[config.mk]
export PLATFORM = sky130hd
export DESIGN_NAME = vga_frame_sequencer_flat
export DESIGN_NICKNAME = d
export VERILOG_FILES = /design/src/rtl/vga_frame_sequencer_if.sv /design/src/rtl/vga_frame_sequencer.sv /design/src/flat_wrapper.sv
export SDC_FILE = /design/constraint.sdc
export NUM_CORES = 1
export LEC_CHECK = 0
export BUFFER_PORTS_ARGS = -buffer_cell sky130_fd_sc_hd__buf_2
export CAP_MARGIN = 20
export CORE_MARGIN = 2
export CORE_UTILIZATION = 53
export DETAILED_ROUTE_END_ITERATION = 8
export GPL_ROUTABILITY_DRIVEN = 0
export PLACE_DENSITY = 0.8
export SYNTH_ARGS = -nofsm -noshare
export SYNTH_HDL_FRONTEND = slang
export SYNTH_SLANG_ARGS = --single-unit
[constraint.sdc]
create_clock -name clk -period 2.5 [get_ports clk]
set_input_delay 0 -clock clk [delete_from_list [all_inputs] [get_ports clk]]
set_output_delay 0 -clock clk [all_outputs]
set_load 0.03 [all_outputs]
[src/rtl/vga_frame_sequencer_if.sv]
// Config-update handshake between game logic (master) and the scan sequencer (slave).
// A 4-phase req/ack exchange, plus visibility of the pending flag and the committed config.
interface vga_frame_sequencer_if #(
  parameter int DATA_W = 20
) ();
  logic              upd_req;
  logic [DATA_W-1:0] upd_data;
  logic              upd_ack;
  logic              upd_pending;
  logic [DATA_W-1:0] cfg_data;

  modport master (
    output upd_req,
    output upd_data,
    input  upd_ack,
    input  upd_pending,
    input  cfg_data
  );

  modport slave (
    input  upd_req,
    input  upd_data,
    output upd_ack,
    output upd_pending,
    output cfg_data
  );
endinterface

[src/rtl/vga_frame_sequencer.sv]
// VGA scan sequencer: pixel-rate divider, pixel/line counters, frame and vblank strobes,
// and a config shadow register that commits only at the start of vertical blank.
module vga_frame_sequencer #(
  parameter int                CLK_DIV     = 2,
  parameter int                H_TOTAL     = 800,
  parameter int                V_TOTAL     = 525,
  parameter int                H_ACT_START = 144,
  parameter int                H_ACT_END   = 784,
  parameter int                V_ACT_START = 35,
  parameter int                V_ACT_END   = 515,
  parameter int                DATA_W      = 20,
  parameter logic [DATA_W-1:0] CFG_RESET   = '0
) (
  input  logic                  clk,
  input  logic                  rst_n,
  output logic                  pix_en,
  output logic [9:0]            current_pixel,
  output logic [9:0]            current_line,
  output logic                  active,
  output logic                  vblank,
  output logic                  frame_start,
  output logic                  vblank_start,
  output logic [15:0]           frame_count,
  vga_frame_sequencer_if.slave  upd
);

  localparam int              DIV_W    = (CLK_DIV > 1) ? $clog2(CLK_DIV) : 1;
  localparam logic [DIV_W-1:0] DIV_LAST = DIV_W'(CLK_DIV - 1);
  localparam logic [9:0]      H_LAST   = 10'(H_TOTAL - 1);
  localparam logic [9:0]      V_LAST   = 10'(V_TOTAL - 1);
  localparam logic [9:0]      VBL_PREV = 10'(V_ACT_END - 1);
  localparam logic [9:0]      H_AS     = 10'(H_ACT_START);
  localparam logic [9:0]      H_AE     = 10'(H_ACT_END);
  localparam logic [9:0]      V_AS     = 10'(V_ACT_START);
  localparam logic [9:0]      V_AE     = 10'(V_ACT_END);

  typedef enum logic [1:0] {
    IDLE,
    PEND,
    ACK
  } upd_state_t;

  logic [DIV_W-1:0]  div_cnt;
  logic              line_wrap;
  upd_state_t        state;
  logic [DATA_W-1:0] shadow;

  always_ff @(posedge clk or negedge rst_n) begin
    if (!rst_n) begin
      div_cnt <= '0;
      pix_en  <= 1'b0;
    end else if (div_cnt == DIV_LAST) begin
      div_cnt <= '0;
      pix_en  <= 1'b1;
    end else begin
      div_cnt <= div_cnt + DIV_W'(1);
      pix_en  <= 1'b0;
    end
  end

  assign line_wrap = pix_en && (current_pixel == H_LAST);

  // Strobes are computed from the pre-update counters so they line up with the new position.
  always_ff @(posedge clk or negedge rst_n) begin
    if (!rst_n) begin
      current_pixel <= '0;
      current_line  <= '0;
      frame_start   <= 1'b0;
      vblank_start  <= 1'b0;
      frame_count   <= '0;
    end else begin
      frame_start  <= line_wrap && (current_line == V_LAST);
      vblank_start <= line_wrap && (current_line == VBL_PREV);
      if (pix_en) begin
        if (current_pixel == H_LAST) begin
          current_pixel <= '0;
          if (current_line == V_LAST) begin
            current_line <= '0;
            frame_count  <= frame_count + 16'd1;
          end else begin
            current_line <= current_line + 10'd1;
          end
        end else begin
          current_pixel <= current_pixel + 10'd1;
        end
      end
    end
  end

  assign vblank = (current_line < V_AS) || (current_line >= V_AE);
  assign active = !vblank && (current_pixel >= H_AS) && (current_pixel < H_AE);

  // A capture coinciding with vblank_start lands in PEND one clock late, so it waits a frame.
  always_ff @(posedge clk or negedge rst_n) begin
    if (!rst_n) begin
      state           <= IDLE;
      shadow          <= '0;
      upd.cfg_data    <= CFG_RESET;
      upd.upd_ack     <= 1'b0;
      upd.upd_pending <= 1'b0;
    end else begin
      case (state)
        IDLE: begin
          if (upd.upd_req) begin
            shadow          <= upd.upd_data;
            upd.upd_pending <= 1'b1;
            state           <= PEND;
          end
        end
        PEND: begin
          if (vblank_start) begin
            upd.cfg_data    <= shadow;
            upd.upd_pending <= 1'b0;
            upd.upd_ack     <= 1'b1;
            state           <= ACK;
          end
        end
        ACK: begin
          if (!upd.upd_req) begin
            upd.upd_ack <= 1'b0;
            state       <= IDLE;
          end
        end
        default: begin
          state           <= IDLE;
          upd.upd_ack     <= 1'b0;
          upd.upd_pending <= 1'b0;
        end
      endcase
    end
  end

endmodule

[src/flat_wrapper.sv]
// flat-port wrapper written by rule: the top's interface ports become plain ports
module vga_frame_sequencer_flat 
#(
  parameter int                CLK_DIV     = 2,
  parameter int                H_TOTAL     = 800,
  parameter int                V_TOTAL     = 525,
  parameter int                H_ACT_START = 144,
  parameter int                H_ACT_END   = 784,
  parameter int                V_ACT_START = 35,
  parameter int                V_ACT_END   = 515,
  parameter int                DATA_W      = 20,
  parameter logic [DATA_W-1:0] CFG_RESET   = '0
)
  (clk, rst_n, pix_en, current_pixel, current_line, active, vblank, frame_start, vblank_start, frame_count, upd_upd_req, upd_upd_data, upd_upd_ack, upd_upd_pending, upd_cfg_data);
  vga_frame_sequencer_if #(.DATA_W(DATA_W)) upd_i ();
  input  logic clk;
  input  logic rst_n;
  output logic pix_en;
  output logic [9:0] current_pixel;
  output logic [9:0] current_line;
  output logic active;
  output logic vblank;
  output logic frame_start;
  output logic vblank_start;
  output logic [15:0] frame_count;
  input wire logic [$bits(upd_i.upd_req)-1:0] upd_upd_req;
  input wire logic [$bits(upd_i.upd_data)-1:0] upd_upd_data;
  output wire logic [$bits(upd_i.upd_ack)-1:0] upd_upd_ack;
  output wire logic [$bits(upd_i.upd_pending)-1:0] upd_upd_pending;
  output wire logic [$bits(upd_i.cfg_data)-1:0] upd_cfg_data;
  assign upd_i.upd_req = upd_upd_req;
  assign upd_i.upd_data = upd_upd_data;
  assign upd_upd_ack = upd_i.upd_ack;
  assign upd_upd_pending = upd_i.upd_pending;
  assign upd_cfg_data = upd_i.cfg_data;
  vga_frame_sequencer #(.CLK_DIV(CLK_DIV), .H_TOTAL(H_TOTAL), .V_TOTAL(V_TOTAL), .H_ACT_START(H_ACT_START), .H_ACT_END(H_ACT_END), .V_ACT_START(V_ACT_START), .V_ACT_END(V_ACT_END), .DATA_W(DATA_W), .CFG_RESET(CFG_RESET)) u_core (.clk(clk), .rst_n(rst_n), .pix_en(pix_en), .current_pixel(current_pixel), .current_line(current_line), .active(active), .vblank(vblank), .frame_start(frame_start), .vblank_start(vblank_start), .frame_count(frame_count), .upd(upd_i));
endmodule
Word level (Yosys, flattened, before mapping)

Cells that the tools add are included.

Flip-flop bits (word level): 84
Input port bits: 23
Output and inout bits: 63
Word-level logic and storage cells: 59

Add/subtract/negate cells: 4
Order comparisons: 4
Equal/unequal tests: 8
Muxes and demuxes: 14
Bitwise operators: 2
Reduce and logical (&&, ||, !) cells: 15

Operator list:

| operator              | count |
|---|---|
| $eq 10x10->1 const B  | 3 |
| $add 10x1->10 const B | 2 |
| $mux 10               | 2 |
| $add 16x1->16 const B | 1 |
| $reduce_and 3->1      | 4 |
| $ge 10x10->1 const B  | 1 |
| $ge 10x8->1 const B   | 1 |
| $lt 10x10->1 const B  | 1 |
| $lt 10x6->1 const B   | 1 |
| $mux 1                | 6 |
| $mux 2                | 3 |
| $pmux 1 s3            | 2 |
| $pmux 2 s3            | 1 |
| $reduce_and 2->1      | 3 |
| $logic_and 1x1->1     | 5 |
| $ne 2x2->1 const B    | 2 |
| $eq 2x1->1 const B    | 1 |
| $eq 2x2->1 const B    | 1 |
| $logic_not 2->1       | 1 |
| $ne 2x1->1 const B    | 1 |
| $not 1->1             | 2 |
| $add 1x1->1 const B   | 1 |
| $logic_not 1->1       | 1 |
| $logic_or 1x1->1      | 1 |

Depth between registers and ports, before layout

Gate-level depths: netlist (run 1).

Depth after elaboration: 5
Mapped depth: 7
Depth with buffers taken out: 6

Worst setup path after synthesis (run 1)

Ideal clock, no wire load.

Kind: flip-flop to output port
Start: reg u_core.current_line[6]
End: out active
Arrival time: 2170 ps
Path slack: 330 ps
Stages on the path, launching flop included: 5
Buffers on the path: 0
Cell sequence: dfrtp_1 > nor3_1 > and2_1 > a31oi_1 > a311oi_1

Word-level cells in the longest chain between the ends: 5
Elaborated cells on any way between the ends: 6

Ends and longest elaborated chain:

| element                                     | RTL line                  | RTL |
|---|---|---|
| start, declared                             | vga_frame_sequencer.sv:18 | `output logic [9:0] current_line,` |
| start signal, assigned                      | vga_frame_sequencer.sv:81 | `current_line <= current_line + 10'd1;` |
| $lt 10x6->1 or $ge 10x10->1 (tied branches) | vga_frame_sequencer.sv:90 | `assign vblank = (current_line < V_AS) \|\| (current_line >= V_AE);` |
| $logic_or 1x1->1 (*)                        | vga_frame_sequencer.sv:90 |  |
| net vblank                                  | flat_wrapper.sv:22        | `output logic vblank;` |
| $logic_not 1->1 (*)                         | vga_frame_sequencer.sv:91 | `assign active = !vblank && (current_pixel >= H_AS) && (current_pixel < H_AE);` |
| $logic_and 1x1->1 (*) (2 in a row)          | vga_frame_sequencer.sv:91 |  |
| end, declared                               | flat_wrapper.sv:21        | `output logic active;` |

Mark *: on every way through the listed nets, which the timed path passes. The rest lies on a longest branch.

Worst setup path after layout (run 1)

Start: reg u_core.current_pixel[1]
End: reg u_core.current_line[9]

Word-level cells in the longest chain between the ends: 2

Ends and longest elaborated chain:

| element                           | RTL line                  | RTL |
|---|---|---|
| start, declared                   | vga_frame_sequencer.sv:17 | `output logic [9:0] current_pixel,` |
| start signal, assigned            | vga_frame_sequencer.sv:84 | `current_pixel <= current_pixel + 10'd1;` |
| $eq 10x10->1                      | vga_frame_sequencer.sv:75 | `if (current_pixel == H_LAST) begin` |
| $reduce_and 2->1 (no source line) | -                         |  |

Every way passes these cells.
A chain may end at the register's enable or synchronous reset.

==> impl_metrics.csv, run 1 <==
group,metric,value,unit
synth,synth_edf_count,0,
worst_setup_path,critPathKind,"reg2reg",
power_and_ir_drop,p_sw_share,21.5,%
clock_tree,cts_hold_buf,22,
timing,rsz0062_at_grt,"false",
timing,period_needed,2.20,ns
synth,synth_cell_type_count,38,
timing,max_slew_margin,49.3,%
floorplan,initial_core_util,54.2,%
power_and_ir_drop,combPwrFrac,5.2,%
final_layout,final_area,4670,sq um
clock_tree,cts_tree,"yes",
placement,port_buffers,85,
placement,placed_area,4180,sq um
power_and_ir_drop,power.net_switching,593,uW
floorplan,die_h,87.1,um
drt,drt-initial-drc-count,98,
clock_tree,insertion_delay,0.35,ns
final_layout,instances_no_fill,491,
synth,mappedNetlistNets,322,
placement,dp_cells,452,
timing,post-route-period-util,87.9,%
grt,overflow,0,
synth,yosys-top-cells-area,"dfrtp_1, mux2_2, xnor2_1",
power_and_ir_drop,p_leak,2.37,nW
final_layout,syn_to_final_growth,27.7,%
synth,synth_ff_type,"dfrtp_1",
drt,wl,7750,um
timing,fin_skew,0.00982,ns
synth,syn-mean-instance-area,12.5,sq um
drt,drc_errors,0,
synth,synth_top_area_share,57.4,%
timing,slew_viol_final,0,
placement,hpwl,4940,um
floorplan,num_rows,30,
timing,max_freq,455,MHz
power_and_ir_drop,p_total,2.76,mW
synth,seq_area_frac_synth,57.4,%
worst_setup_path,crit_fanout,14,
placement,pre_cts_ws,0.357,ns
grt,grt_max_degree,85,
synth,ys_async_sr_fraction,100,%
floorplan,fp.dieW,87.1,um
worst_setup_path,crit_arrival,2.46,ns
clock_tree,clk_path_buf_depth,2,
clock_tree,h-tree-depth,3,
clock_tree,cts.repair.resized,0,
timing,worst_pin_slew,0.753,ns
floorplan,pin_count,86,
grt,grt_pass1_wl,12600,um
clock_tree,cts_sinks,84,
grt,antenna_found_initial,0,
power_and_ir_drop,powerDensity,591,nW/um^2
final_layout,drive_gt1_share,38.0,%
worst_hold_path,hp-class,"in2async",
clock_tree,ctsRootBufferMaster,"clkbuf_8",
synth,yosysTopAreaCell,"dfrtp_1",
floorplan,die-area,7590,sq um
synth,synthCells,293,
drt,vias_per_cell,5.51,
timing,worst_slack,0.304,ns
drt,wire_per_inst,15.8,um
grt,first_global_vias,2700,
final_layout,finalNetCount,435,
floorplan,fp.coreArea,6760,sq um
drt,firstDrtPassIters,4,
synth,ys_seq_elements,84,
outcome,outcome,"completed",
power_and_ir_drop,clockPowerShare,42.4,%
grt,grt_util_all_layers,21.3,%
final_layout,diodes,0,
drt,vias,2706,
timing,setup_viol,0,
power_and_ir_drop,peakVddDrop,288,uV
synth,yosys_warnings,0,
synth,yosys-top-cells-count,"dfrtp_1, mux2_2, nand3_1",
clock_tree,clkSlewWorstSetupHoldPaths,0.09,ns
clock_tree,cts_setup_buffers,0,
worst_setup_path,startpoint_type,"flip-flop",
power_and_ir_drop,seqPwrFrac,52.4,%
worst_setup_path,end_kind,"flip-flop",
job,drv_cap,0,
timing,tns,0,ns
power_and_ir_drop,internal_power,2.17,mW
timing,finalHoldViolCount,0,
synth,yosysMostFrequentCell,"dfrtp_1",
worst_setup_path,cp.required,2.77,ns
clock_tree,cts_buffers,9,
synth,synth_area,3660,sq um
drt,ant_nets,0,
[registers in the layout, indices dropped and copies added, names as in the netlist]
register / flops
u_core.upd.upd_pending: 1
u_core.upd.upd_ack: 1
u_core.frame_start: 1
u_core.div_cnt: 1
u_core.upd.cfg_data: 20
u_core.state: 2
u_core.shadow: 20
u_core.current_pixel: 10
u_core.frame_count: 16
u_core.vblank_start: 1
u_core.current_line: 10
u_core.pix_en: 1
[worst paths after layout]
check / startpoint / to / slack (ns) / cells past startpoint
hold / removal: rst_n / u_core.shadow[13] / 0.07 / 2
setup / recovery: u_core.current_pixel[1] / u_core.current_line[9] / 0.30 / 5
min in group clk: u_core.div_cnt / u_core.pix_en / 0.39 / 0
max in group asynchronous: rst_n / u_core.frame_count[0] / 1.85 / 3
setup reg to reg: u_core.current_pixel[1] / u_core.current_line[9] / 0.30 / 5
hold reg to reg: u_core.div_cnt / u_core.pix_en / 0.39 / 0
[placed cells by master (no fill, tap or decap), types with 2 or more instances in the layout]
cell type,Yosys,final
buf_2,2,84
dfrtp_1,84,84
mux2_2,41,41
dlygate4sd3_1,0,22
nand3_1,21,21
xnor2_1,16,16
xor2_1,13,13
nand2_1,12,12
nor2_1,12,12
inv_1,9,9
nor3_1,9,9
clkbuf_8,0,9
nand4_1,8,8
o21ai_0,8,8
nor4_1,6,6
ha_1,6,6
buf_4,0,6
and3_1,5,5
nor4_2,5,5
and2_1,3,3
a21oi_1,3,3
bufinv_16,0,3
nor2b_1,2,2
or3_1,2,2
and4_1,2,2
mux2i_1,2,2
clkinv_4,0,2
[cells by family (layout without fill, tap and decap cells)]
| logic type | after synthesis | in the layout | synth area share [%] |
|---|---|---|---|
| and+or+nand+nor | 94 | 94 | 15.2 |
| DFF | 84 | 84 | 57.4 |
| muxes | 43 | 43 | 13.2 |
| xor gates and xnor gates | 29 | 29 | 6.94 |
| buffers and inverters | 20 | 138 | 2.36 |
| AOI/OAI and AO/OA | 17 | 17 | 2.84 |
| adders and majority gates | 6 | 6 | 2.05 |
[layout make-up]
| cell class | count | area (sq um) |
|---|---|---|
| sequential | 84 | 2100 |
| timing repair buffer | 113 | 713 |
| inverter | 9 | 33.8 |
| clock buffer | 9 | 124 |
| clock inverter | 7 | 124 |
| fill | 464 | 2080 |
| multi-input combinational | 189 | 1480 |
| tap | 80 | 100 |
[metal layers]
layer  wire, um  up-vias  track usage, %
li1           -     1263               -
met1       3480     1333            28.6
met2       3760      100            34.1
met3        395       10            3.79
met4        112        0            9.09
met5          0        -               0
[power groups by stage]
stage / Sequential, mW / Clock [mW] / Combinational, mW
6_report: 1.45 / 1.17 / 0.144
5_1_grt: 1.45 / 1.24 / 0.159
4_1_cts: 1.44 / 1.19 / 0.140
3_5_place_dp: 1.47 / 0 / 0.114
3_3_place_gp: 1.47 / 0 / 0.109
2_1_floorplan: 1.47 / 0 / 0.0506
[through the flow]
stage / utilization [%] / hold WS [ns]
3_5_place_dp: 61.9 / 0.237
6_report: 69.2 / 0.0687
5_1_grt: 69.2 / 0.0807
3_3_place_gp: 61.9 / 0.234
4_1_cts: 68.8 / 0.392
2_1_floorplan: - / -0.296
[worst max-delay path: stages (launching register included)]
cell     delay, ns
dfrtp_1       0.40
ha_1          0.23
nand2_1       0.16
or3_1         0.66
nor4_1        0.44
mux2i_1       0.22
Note: power is estimated with default switching activity, not from simulation.
==> inputs of run 2 (changes only) <==
--- a/config.mk
+++ b/config.mk
@@ -5,10 +5,11 @@
 export SDC_FILE = /design/constraint.sdc
 export NUM_CORES = 1
 export LEC_CHECK = 0
+export ABC_AREA = 1
 export BUFFER_PORTS_ARGS = -buffer_cell sky130_fd_sc_hd__buf_2
 export CAP_MARGIN = 20
 export CORE_MARGIN = 2
-export CORE_UTILIZATION = 53
+export CORE_UTILIZATION = 54
 export DETAILED_ROUTE_END_ITERATION = 8
 export GPL_ROUTABILITY_DRIVEN = 0
 export PLACE_DENSITY = 0.8
==> run 2 against run 1 <==
Sequential share of layout area fell by 2.7 points. Final area rose by 6.3%. Utilization fell by 0.65 points. Clock power fell by 25%. Non-clock buffer count fell by 3. Power fell by 5.9%. Flip-flop and latch count did not move. Final cell count rose by 40%. Synthesized cell count rose by 62%. Critical path depth rose by 4. First-iteration DRC count rose by 44%. Maximum frequency rose by 18%.
==> impl_metrics.csv, run 2 <==
group,metric,value,unit
grt,grt_pass1_wl,14900,um
clock_tree,insertion_delay,0.35,ns
worst_setup_path,crit_arrival,1.86,ns
drt,vias_per_cell,5.00,
power_and_ir_drop,p_total,2.60,mW
grt,met2_usage,36.0,%
drt,drc_errors,0,
synth,ys_seq_elements,84,
final_layout,finalNetCount,614,
drt,firstDrtPassIters,5,
clock_tree,cts_buffers,9,
floorplan,die-area,8180,sq um
worst_setup_path,worst-r2r-cell-count,9,
power_and_ir_drop,peakVddDrop,286,uV
drt,ant_nets,0,
clock_tree,cts.repair.resized,0,
grt,first_global_vias,3267,
clock_tree,cts_hold_buf,22,
floorplan,fp.coreArea,7250,sq um
worst_setup_path,crit_slowest_cell,"dfrtp_1",
clock_tree,h-tree-depth,3,
clock_tree,cts_sinks,84,
timing,tns,0,ns
synth,yosys-top-cells-count,"nand2_1, dfrtp_1, inv_1",
timing,rsz0062_at_grt,"false",
grt,top_usage_layer,"met2",
grt,grtUsageMet3,4.01,%
timing,max_slew_margin,55.4,%
timing,slew_viol_final,0,
drt,vias,3447,
drt,wl,8790,um
worst_setup_path,crit_top_cell,"nand2_1",
worst_setup_path,startpoint_type,"flip-flop",
synth,syn-mean-instance-area,8.49,sq um
drt,wire_per_inst,12.8,um
synth,ys_async_sr_fraction,100,%
worst_setup_path,critPathKind,"reg2out",
final_layout,reg_top3,"u_core.shadow (20), u_core.upd.cfg_data (20), u_core.frame_count (16)",
timing,setup_viol,0,
final_layout,drive_gt1_share,21.7,%
outcome,outcome,"completed",
synth,yosysTopAreaCell,"dfrtp_1",
grt,antenna_found_initial,0,
job,drv_cap,0,
synth,synth_edf_count,0,
final_layout,multi_input_area,1650,sq um
final_layout,ff_latch_area,2100,sq um
synth,yosys_warnings,0,
clock_tree,clkSlewWorstSetupHoldPaths,0.09,ns
floorplan,die_h,90.4,um
synth,synth_ff_type,"dfrtp_1",
worst_hold_path,hp-class,"in2async",
final_layout,syn_to_final_growth,23.2,%
drt,drt-initial-drc-count,141,
synth,yosys-top-cells-area,"dfrtp_1, nand2_1, inv_1",
grt,grtUsageMet1,30.1,%
final_layout,final_cell_mix,"nand2_1, buf_2, dfrtp_1, inv_1, nor2_1",
clock_tree,ctsRootBufferMaster,"clkbuf_8",
floorplan,initial_core_util,55.6,%
placement,port_buffers,85,
worst_setup_path,path_cells,"ha_1 -> inv_1 -> nand2_1 -> inv_1 -> nand3_1 -> nand2_1 -> nand2_1 -> nor3_1 -> buf_2",
timing,worst_pin_slew,0.669,ns
clock_tree,clk_path_buf_depth,2,
synth,synth_cell_type_count,31,
timing,finalHoldViolCount,0,
grt,grt_max_degree,85,
timing,max_freq,538,MHz
synth,seq_area_frac_synth,52.1,%
synth,synthCells,475,
placement,hpwl,5770,um
synth,yosysMostFrequentCell,"nand2_1",
synth,synth_top_area_share,52.1,%
floorplan,fp.dieW,90.4,um
timing,period_needed,1.86,ns
worst_setup_path,cp.required,2.50,ns
timing,fin_skew,0.00629,ns
worst_setup_path,critical-path-max-stage-delay,0.45,ns
worst_setup_path,r2r_end,"u_core.frame_count[10]",
final_layout,diodes,0,
worst_setup_path,crit_fanout,7,
floorplan,pin_count,86,
synth,mappedNetlistNets,504,
final_layout,n_fill_cell,585,
final_layout,final_common_cell,"nand2_1",
clock_tree,cts_tree,"yes",
worst_setup_path,end_kind,"output pin",
timing,post-route-period-util,74.3,%
worst_setup_path,r2r_start,"u_core.current_line[0]",
floorplan,num_rows,31,
grt,grt_util_all_layers,22.1,%
worst_setup_path,regToRegSetupSlack,0.76,ns
power_and_ir_drop,powerDensity,523,nW/um^2
grt,overflow,0,
synth,synth_area,4030,sq um
power_and_ir_drop,p_leak,2.73,nW
worst_setup_path,startpoint,"u_core.current_line[0]",
clock_tree,cts_setup_buffers,0,
run 2: critical path, delay by kind of cell (launching register included):
| family | cells | cell delay, ns |
|---|---|---|
| flip-flops | 1 | 0.45 |
| adder cells (fa/ha/maj) | 1 | 0.25 |
| buffers and inverters | 3 | 0.36 |
| AND/OR/NAND/NOR | 5 | 0.44 |
run 2: logic make-up (layout without fill, tap and decap cells):
kind of cell               after synthesis  in the layout  share of synthesized area [%]
and+or+nand+nor                        244            244                           29.0
DFF                                     84             84                           52.1
buffers and inverters                   73            188                           7.10
AOI/OAI and AO/OA                       56             56                           7.10
xor gates and xnor gates                12             12                           2.79
adders and majority gates                6              6                           1.86
run 2: worst max path at each step:
stage | cells past startpoint | slack [ns] | end
2_1_floorplan | 8 | 0.50 | active
3_3_place_gp | 9 | 0.86 | u_core.frame_count[10]
3_5_place_dp | 9 | 0.78 | u_core.frame_count[8]
4_1_cts | 9 | 0.64 | active
5_1_grt | 9 | 0.53 | active
6_report | 9 | 0.64 | active
run 2: per-stage QoR:
stage	utilization [%]	area [sq um]	hold WS [ns]	cells	worst slack [ns]
2_1_floorplan	-	4030	-0.296	475	0.496
3_3_place_gp	62.7	4550	0.246	650	0.861
3_5_place_dp	62.7	4550	0.246	650	0.776
4_1_cts	68.2	4940	0.406	688	0.641
5_1_grt	68.5	4970	0.00654	689	0.531
6_report	68.5	4970	0.00749	689	0.642
run 2: final cells by class:
type	instances	share of cell area (%)
Inverter	62	4.68
Clock buffer	10	2.57
Sequential cell	84	42.3
Clock inverter	6	0.982
Tap cell	99	2.49
Multi-Input combinational cell	318	33.1
Timing Repair Buffer	110	13.9
run 2: power breakdown:
group / internal (mW) / switching, mW / total (mW)
Sequential: 1.46 / 0.0287 / 1.49
Clock: 0.370 / 0.512 / 0.882
Combinational: 0.0920 / 0.131 / 0.223
Total: 1.93 / 0.672 / 2.60
run 2: per-layer routing:
metal | routed length (um) | part of all wire, % | up-vias
li1 | - | - | 1725
met1 | 4060 | 46 | 1612
met2 | 4170 | 47 | 101
met3 | 482 | 5.5 | 9
met4 | 78 | 0.89 | 0
met5 | 0 | 0 | -
==> inputs of run 3 (changes only) <==
==> constraint.sdc (replaced) <==
create_clock -name clk -period 1.8 [get_ports clk]
set_input_delay 0 -clock clk [delete_from_list [all_inputs] [get_ports clk]]
set_output_delay 0 -clock clk [all_outputs]
set_load 0.03 [all_outputs]
==> run 3 against run 2 <==
Flip-flop and latch count did not move. Utilization grew 1.2 points. Clock skew up 0.0020 ns. Clock power rose by 38%.
==> impl_metrics.csv, run 3 (synthesized netlist as in run 2, its figures left out) <==
group,metric,value,unit
final_layout,finalNetCount,620,
drt,firstDrtPassIters,6,
clock_tree,clkSlewWorstSetupHoldPaths,0.09,ns
worst_setup_path,startpoint_type,"flip-flop",
drt,vias,3485,
worst_setup_path,worst-path-buf-inv,4,
placement,hpwl,6090,um
grt,grt_max_degree,43,
drt,wl,8970,um
drt,wl_met1,4100,um
outcome,outcome,"completed",
power_and_ir_drop,p_sw_share,25.8,%
worst_setup_path,worst-r2r-cell-count,9,
timing,finalHoldViolCount,0,
floorplan,pin_count,86,
drt,wl_met2,4340,um
clock_tree,clk_path_buf_depth,2,
final_layout,final_common_cell,"nand2_1",
placement,placed_area,4600,sq um
drt,highest_layer,"met4",
grt,grt_util_all_layers,22.8,%
floorplan,initial_core_util,55.6,%
final_layout,utilization,69.8,%
drt,drt-initial-drc-count,140,
job,drv_cap,0,
clock_tree,insertion_delay,0.35,ns
power_and_ir_drop,internal_power,2.67,mW
worst_setup_path,end_kind,"output pin",
grt,grt_pass1_wl,15400,um
power_and_ir_drop,peakVddDrop,440,uV
worst_setup_path,cp.required,1.80,ns
grt,overflow,0,
power_and_ir_drop,power.net_switching,929,uW
power_and_ir_drop,clockPowerShare,34.0,%
clock_tree,h-tree-depth,3,
drt,ant_nets,0,
floorplan,num_rows,31,
timing,slew_viol_final,0,
timing,setup_viol,0,
floorplan,fp.coreArea,7250,sq um
worst_setup_path,cp_top_family,"buffers and inverters",
final_layout,diodes,0,
final_layout,final_area,5060,sq um
worst_setup_path,crit_top_cell,"nand2_2",
timing,worst_pin_slew,0.511,ns
worst_setup_path,crit_fanout,2,
worst_setup_path,crit_slowest_cell,"dfrtp_1",
timing,max_freq,582,MHz
clock_tree,cts_sinks,84,
drt,drc_errors,0,
timing,tns,0,ns
timing,rsz0062_at_grt,"true",
power_and_ir_drop,p_total,3.60,mW
final_layout,drive_gt1_share,23.8,%
timing,post-route-period-util,95.4,%
timing,period_needed,1.72,ns
grt,antenna_found_initial,0,
clock_tree,cts_tree,"yes",
drt,wire_per_inst,12.9,um
final_layout,reg_top3,"u_core.shadow (20), u_core.upd.cfg_data (20), u_core.frame_count (16)",
power_and_ir_drop,combPwrFrac,8.4,%
worst_setup_path,crit_arrival,1.72,ns
power_and_ir_drop,p_leak,2.76,nW
floorplan,fp.dieW,90.4,um
placement,port_buffers,85,
worst_hold_path,hp-class,"in2async",
power_and_ir_drop,powerDensity,711,nW/um^2
clock_tree,cts_buffers,9,
power_and_ir_drop,seqPwrFrac,57.6,%
final_layout,syn_to_final_growth,25.5,%
timing,fin_skew,0.00829,ns
timing,whs,0.159,ns
clock_tree,ctsRootBufferMaster,"clkbuf_8",
floorplan,die-area,8180,sq um
worst_setup_path,critical-path-max-stage-delay,0.39,ns
grt,first_global_vias,3273,
floorplan,die_h,90.4,um
worst_setup_path,crit_cells,10,
drt,met3WireLength,430,um
timing,max_slew_margin,65.9,%
worst_setup_path,path_cells,"buf_6 -> ha_4 -> inv_2 -> nand2_2 -> inv_2 -> nand3_2 -> nand2_2 -> nand2_2 -> nor3_2 -> buf_4",
drt,vias_per_cell,5.01,
worst_setup_path,critPathKind,"reg2out",
final_layout,final_cell_mix,"nand2_1, dfrtp_1, buf_2, inv_1, nor2_1",
run 3: cell types whose count changed in the layout (fill, tap and decap cells not counted), moves of 2 or more:
cell     previous run  this run
buf_4               3         8
nand2_1           120       117
nand2_2             3         6
buf_12              0         2
inv_1              58        56
inv_2               4         6
run 3: power groups by stage:
| stage | registers (mW) | clock network, mW | logic (mW) |
|---|---|---|---|
| after floorplan | 2.10 | 0 | 0.159 |
| after global placement | 2.10 | 0 | 0.253 |
| after detailed placement | 2.11 | 0 | 0.271 |
| after CTS | 2.07 | 1.24 | 0.309 |
| after global routing | 2.09 | 1.34 | 0.354 |
| final | 2.07 | 1.22 | 0.304 |
run 3: through the flow:
step                      setup WS (ns)  cells
after CTS                       0.00653    694
after global routing           -0.00632    695
after global placement            0.257    655
after detailed placement          0.159    655
after floorplan                  0.0501    475
final                            0.0827    695
run 3: worst paths after layout:
kind / startpoint / endpoint / slack, ns
setup / recovery: u_core.current_line[0] / active / 0.08
hold / removal: rst_n / u_core.upd.cfg_data[10] / 0.16
setup reg to reg: u_core.current_line[1] / u_core.frame_count[10] / 0.17
hold reg to reg: u_core.div_cnt / u_core.pix_en / 0.38
max in group asynchronous: rst_n / u_core.current_pixel[9] / 0.99
min in group clk: u_core.div_cnt / u_core.pix_en / 0.38
run 3: area by class of cell:
cell class | count | area (sq um)
Tap cell | 99 | 124
Sequential cell | 84 | 2100
Clock buffer | 10 | 128
Inverter | 62 | 233
Multi-Input combinational cell | 318 | 1680
Timing Repair Buffer | 116 | 747
Clock inverter | 6 | 47.5
Fill cell | 563 | 2190
run 3: repair_timing:
| item | in CTS | in global routing |
|---|---|---|
| endpoints found under the hold margin | 60 | 0 |
| buffers inserted | 1 | 1 |
| gates cloned | 0 | 0 |
| pin swaps | 2 | 3 |
| hold buffers | 22 | 0 |
| setup endpoints to repair | 2 | 12 |
| gates resized for setup | 7 | 5 |
run 3: per-layer routing:
metal,vias up,global-route usage (%)
met2,108,37.8
met4,0,7.95
li1,1741,-
met3,10,4.17
met1,1626,30.4
met5,-,0
